[config.mk]
export PLATFORM = sky130hd
export DESIGN_NAME = serial_out_arbiter
export DESIGN_NICKNAME = d
export VERILOG_FILES = /design/src/rtl/serial_out_arbiter_pkg.sv /design/src/rtl/serial_out_arbiter_rr.sv /design/src/rtl/serial_out_arbiter.sv
export SDC_FILE = /design/constraint.sdc
export NUM_CORES = 1
export LEC_CHECK = 0
export BUFFER_PORTS_ARGS = -buffer_cell sky130_fd_sc_hd__buf_2
export CAP_MARGIN = 5
export CORE_ASPECT_RATIO = 1.4
export CORE_MARGIN = 3
export CORE_UTILIZATION = 56
export DETAILED_ROUTE_END_ITERATION = 10
export PLACE_DENSITY = 0.91
export SYNTH_ARGS = -nofsm -noshare
export SYNTH_HDL_FRONTEND = slang
export SYNTH_SLANG_ARGS = --single-unit
[constraint.sdc]
create_clock -name clk -period 5.1 [get_ports clk]
set_input_delay 1.02 -clock clk [delete_from_list [all_inputs] [get_ports clk]]
set_output_delay 1.02 -clock clk [all_outputs]
set_load 0.03 [all_outputs]
[src/rtl/serial_out_arbiter_pkg.sv]
// rtl/serial_out_arbiter_pkg.sv - shared state encoding and width helper for the serial chain arbiter
package serial_out_arbiter_pkg;

    typedef enum logic [2:0] {
        ST_CLR      = 3'd0,
        ST_IDLE     = 3'd1,
        ST_SHIFT_LO = 3'd2,
        ST_SHIFT_HI = 3'd3,
        ST_LATCH    = 3'd4
    } state_t;

    // Width of an index into n items; never below one bit so n=1 still yields a legal vector.
    function automatic int clog2w(input int n);
        return (n <= 2) ? 1 : $clog2(n);
    endfunction

endpackage

[src/rtl/serial_out_arbiter_rr.sv]
// rtl/serial_out_arbiter_rr.sv - combinational round-robin pick starting after the last winner
module rr_arbiter
    import serial_out_arbiter_pkg::*;
#(
    parameter int NREQ = 2
) (
    input  logic [NREQ-1:0]          req,
    input  logic [clog2w(NREQ)-1:0]  ptr,
    output logic [NREQ-1:0]          grant,
    output logic                     valid
);

    localparam int PW = clog2w(NREQ);

    logic [PW-1:0] idx;

    always_comb begin
        grant = '0;
        valid = 1'b0;
        idx   = '0;
        for (int i = 1; i <= NREQ; i++) begin
            idx = PW'((int'(ptr) + i) % NREQ);
            if (!valid && req[idx]) begin
                grant[idx] = 1'b1;
                valid      = 1'b1;
            end
        end
    end

endmodule

[src/rtl/serial_out_arbiter.sv]
// rtl/serial_out_arbiter.sv - shares one serial shift chain between NREQ word requesters
module serial_out_arbiter
    import serial_out_arbiter_pkg::*;
#(
    parameter int DATA_BITS = 16,
    parameter int NREQ      = 2,
    parameter int CLK_DIV   = 2
) (
    input  logic                      clk,
    input  logic                      rst_n,
    input  logic [NREQ-1:0]           req,
    input  logic [NREQ*DATA_BITS-1:0] data_in,
    output logic [NREQ-1:0]           gnt,
    output logic [NREQ-1:0]           done,
    output logic                      busy,
    output logic                      sclk,
    output logic                      sdata,
    output logic                      sclrn,
    output logic                      spen
);

    localparam int PW = clog2w(NREQ);
    localparam int BW = clog2w(DATA_BITS);
    localparam int DW = $clog2(CLK_DIV) + 1;

    state_t               state;
    logic [PW-1:0]        ptr;
    logic [DATA_BITS-1:0] shreg;
    logic [BW-1:0]        bitcnt;
    logic [DW-1:0]        divcnt;
    logic [NREQ-1:0]      win_oh;
    logic                 win_valid;
    logic [PW-1:0]        win_idx;
    logic [DATA_BITS-1:0] win_word;
    logic                 div_end;

    rr_arbiter #(.NREQ(NREQ)) u_rr (
        .req   (req),
        .ptr   (ptr),
        .grant (win_oh),
        .valid (win_valid)
    );

    always_comb begin
        win_idx  = '0;
        win_word = '0;
        for (int i = 0; i < NREQ; i++) begin
            if (win_oh[i]) begin
                win_idx  = PW'(i);
                win_word = data_in[i*DATA_BITS +: DATA_BITS];
            end
        end
    end

    assign div_end = (divcnt == DW'(CLK_DIV - 1));

    // Chain pins decode straight from registered state so they never glitch.
    assign sclk  = (state == ST_SHIFT_HI);
    assign spen  = (state == ST_LATCH);
    assign sclrn = (state != ST_CLR);
    assign busy  = (state != ST_IDLE);
    assign sdata = shreg[DATA_BITS-1];

    always_ff @(posedge clk or negedge rst_n) begin
        if (!rst_n) begin
            state  <= ST_CLR;
            ptr    <= PW'(NREQ - 1);
            shreg  <= '0;
            bitcnt <= '0;
            divcnt <= '0;
            gnt    <= '0;
            done   <= '0;
        end else begin
            gnt  <= '0;
            done <= '0;
            case (state)
                ST_CLR: begin
                    if (div_end) begin
                        divcnt <= '0;
                        state  <= ST_IDLE;
                    end else begin
                        divcnt <= divcnt + 1'b1;
                    end
                end
                ST_IDLE: begin
                    if (win_valid) begin
                        shreg  <= win_word;
                        gnt    <= win_oh;
                        ptr    <= win_idx;
                        bitcnt <= BW'(DATA_BITS - 1);
                        divcnt <= '0;
                        state  <= ST_SHIFT_LO;
                    end
                end
                ST_SHIFT_LO: begin
                    if (div_end) begin
                        divcnt <= '0;
                        state  <= ST_SHIFT_HI;
                    end else begin
                        divcnt <= divcnt + 1'b1;
                    end
                end
                ST_SHIFT_HI: begin
                    if (div_end) begin
                        divcnt <= '0;
                        if (bitcnt == '0) begin
                            state <= ST_LATCH;
                        end else begin
                            shreg  <= shreg << 1;
                            bitcnt <= bitcnt - 1'b1;
                            state  <= ST_SHIFT_LO;
                        end
                    end else begin
                        divcnt <= divcnt + 1'b1;
                    end
                end
                ST_LATCH: begin
                    if (div_end) begin
                        divcnt <= '0;
                        done   <= NREQ'(1) << ptr;
                        state  <= ST_IDLE;
                    end else begin
                        divcnt <= divcnt + 1'b1;
                    end
                end
                default: state <= ST_CLR;
            endcase
        end
    end

endmodule

==> flow_summary.yaml <==
outcome:
  status: "completed"
placement:
  placement.io_buffers: 44
  dpl.hpwl_mm: 2.659
  dp_worst_setup_slack_ps: 2066
  gp_congestion: 0.7719
global_routing:
  global_route_wire_length_before_repair_mm: 6.472
  grt_usage: 0.2302
  gr-max-usage-layer: "met2"
  use_met1: 0.2838
  met3_usage: 0.06861
  grt_antenna_before_repair: 0
  met2_usage: 0.3619
  grt_start_max_net_pins: 31
  grt_overflow_total: 0
  grt_pass1_vias: 1472
clock_network:
  cts-resized-gates: 0
  clkTransAtPathRegs_ps: 60
  h-tree-depth: 2
  tritoncts_num_sinks: 30
  postCtsSetupRepairBufs: 0
  cts.root.buffer_cell: "sky130_fd_sc_hd__clkbuf_8"
  cts_hold_repair.buffers: 0
  max_clock_buf_depth: 2
  worst_skew_pair.late_latency_ps: 280
  tritoncts.num_buffers: 5
  cts_tree: "yes"
detailed_routing:
  number_of_vias_in_the_routed_layout: 1470
  drt_first_iter_violations: 42
  detail_route.vias_per_cell: 5.720
  wirelength_mm: 3.694
  drt_pre_antenna_iters: 4
  post_drt_wl_per_cell_um: 14.37
  route.detailed.drc: 0
  postRouteAntennaNets: 0
timing:
  fmax_mhz: 365.1
  finalCritPeriodShare: 0.5371
  final.min_clock_period_ps: 2739
  tightest_slew_ps: 655.6
  post_route_setup_tns_ps: 0
  timing.final.ws_setup_ps: 2361
  hold_violations: 0
  rsz0062_at_grt: "no"
  slew_margin_rel: 0.5629
  clock-skew-final_ps: 2.493
  finalSetupViolCount: 0
  final_max_slew_viol_count: 0
yosys:
  ys_ff_latch: 30
  synth.area.top_cells: "sky130_fd_sc_hd__dfrtp_1 42%, sky130_fd_sc_hd__mux2i_1 8.1%, sky130_fd_sc_hd__a22o_1 6.1%, sky130_fd_sc_hd__a21oi_1 5.8%, sky130_fd_sc_hd__inv_1 4.1%"
  synth.yosys.seq_area_share: 0.4346
  synthesis.area_um2: 1730
  synthesis.area_per_instance_um2: 9.721
  synthesis.nets: 216
  yosys.area.top_type: "sky130_fd_sc_hd__dfrtp_1"
  netlist_instances: 178
  yosysUniqueCellTypes: 41
  yosys.area.top_type_share: 0.4194
  synth_warnings: 0
hold_path:
  hold_depth: 1
  hold_path.class: "reg2reg"
  hold_path.startpoint: "shreg[1]"
  min_to: "shreg[1]"
setup_path:
  flop2flop_setup_slack_ps: 2810
  worstRegToRegCells: 7
  critical-path-max-stage-delay_ps: 490
  critPathLaunchType: "input pin"
  crit_type: "in2reg"
  critical_path.reg2reg.endpoint: "shreg[15]"
  r2r-start: "bitcnt[0]"
  worstPathArrival_ps: 2910
  required_time_at_the_endpoint_of_the_critical_path_ps: 5270
  timing.critical_path.to_type: "flop"
  worst_path_max_delay_cell: "sky130_fd_sc_hd__a21oi_2"
  critical_path.max_fanout: 21
  critical_path.cell_chain: "buf_2 -> nor2_1 -> or2_0 -> a21oi_2 -> buf_4 -> mux2_2"
layout:
  layout.nets: 257
  area_growth_syn_to_layout_pct: 16.41
  final_core_utilization: 0.6931
  layout.cells.most_common_list: "44 x sky130_fd_sc_hd__buf_2, 29 x sky130_fd_sc_hd__dfrtp_1, 19 x sky130_fd_sc_hd__inv_1, 19 x sky130_fd_sc_hd__a21oi_1"
  area_used_by_multi_input_combinational_logic_um2: 819.5
  fillers: 237
  mostFrequentLayoutCell: "sky130_fd_sc_hd__buf_2"
  area.sequential_um2: 752.0
  drive_gt1_frac: 0.2864
  antenna_cells: 0
power_and_ir_drop:
  pleak_nw: 1.026
  total_power_of_the_final_layout_mw: 1.187
  power.density_cell_area_nw_per_um2: 589.4
  total_switching_power_mw: 0.4904
  part_of_the_total_power_dissipated_in_sequential_elements: 0.344
  comb_power_share: 0.490
  vdd.ir_drop.worst_v: 0.0003398
  netSwitchingFraction: 0.4130
  cellInternalPower_mw: 0.6969
  clock_power_share: 0.166
flow_run:
  max_cap_viol_count: 0
die:
  floorplan.initialDensity: 0.5954
  die_extent_in_y_um: 71.77
  rows: 23
  chipWidth_um: 52.98
  design.portCount: 45
  fp.coreArea_um2: 2907
  die_area_um2: 3802
-- registers in the layout, summed over array words and instances (netlist names) --
signal  count
gnt         2
state       3
done        2
bitcnt      4
shreg      16
divcnt      2
ptr         1
-- layout make-up --
| class | instances | area share |
|---|---|---|
| Clock buffer | 7 | 0.04286 |
| Timing Repair Buffer | 45 | 0.1130 |
| Inverter | 20 | 0.03851 |
| Multi-Input combinational cell | 117 | 0.4068 |
| Sequential cell | 30 | 0.3733 |
| Clock inverter | 1 | 0.002484 |
| Tap cell | 37 | 0.02298 |
-- stage by stage --
stage          hold WS [ps]  cells  cell area (um2)
2_1_floorplan         482.0    178             1730
3_3_place_gp          497.6    249             1923
3_5_place_dp          498.0    249             1923
4_1_cts               521.0    257             2014
5_1_grt               541.0    257             2014
6_report              520.2    257             2014
-- synthesized netlist by cell type (all sizes together) --
cell / instances
a211o: 1
a211oi: 2
a21boi: 1
a21o: 1
a21oi: 20
a22o: 12
a31oi: 4
a32oi: 3
and2b: 1
and3: 3
buf: 10
clkbuf: 1
dfrtp: 29
dfstp: 1
ha: 2
inv: 20
mux2: 3
mux2i: 14
nand2: 4
nand2b: 4
nand3: 14
nand3b: 3
nand4: 1
nor2: 9
nor2b: 1
nor3: 2
nor3b: 3
o211a: 1
o21ai: 2
o22ai: 1
o2bb2ai: 1
or2: 2
or3: 1
or3b: 1
-- kinds of logic after synthesis --
logic type                 share of synthesized area
AOI/OAI and AO/OA                             0.2003
adders and majority gates                    0.01446
buffers and inverters                        0.09400
DFF                                           0.4346
muxes                                         0.1005
and+or+nand+nor                               0.1562
-- routing by layer --
layer  vias up  routed length, um
li1        714                  -
met1       688               1445
met2        58               1902
met3        10                257
met4         0                 88
met5         -                  0
-- critical path, delay by kind of cell --
family | cells | cell delay [ps]
compound gates | 1 | 490
buf+inv | 2 | 650
mux | 1 | 350
simple gates | 2 | 390
-- power by group through the flow --
stage          combinational [mW]  clock, mW  sequential [mW]
4_1_cts                     0.586      0.203            0.406
3_3_place_gp                0.567          0            0.406
2_1_floorplan               0.509          0            0.395
6_report                    0.582      0.197            0.408
5_1_grt                     0.651      0.213            0.421
3_5_place_dp                0.583          0            0.410
-- how the worst max path moves through the flow --
stage             start  slack, ps         to  cells past startpoint
3_5_place_dp     req[0]       2070  shreg[15]                      6
2_1_floorplan  state[1]       3010       spen                      4
3_3_place_gp     req[0]       2080  shreg[15]                      6
4_1_cts          req[0]       2350  shreg[15]                      6
5_1_grt          req[0]       2220  shreg[15]                      6
6_report         req[0]       2360  shreg[15]                      6
Power figures use the tool's default switching activity.
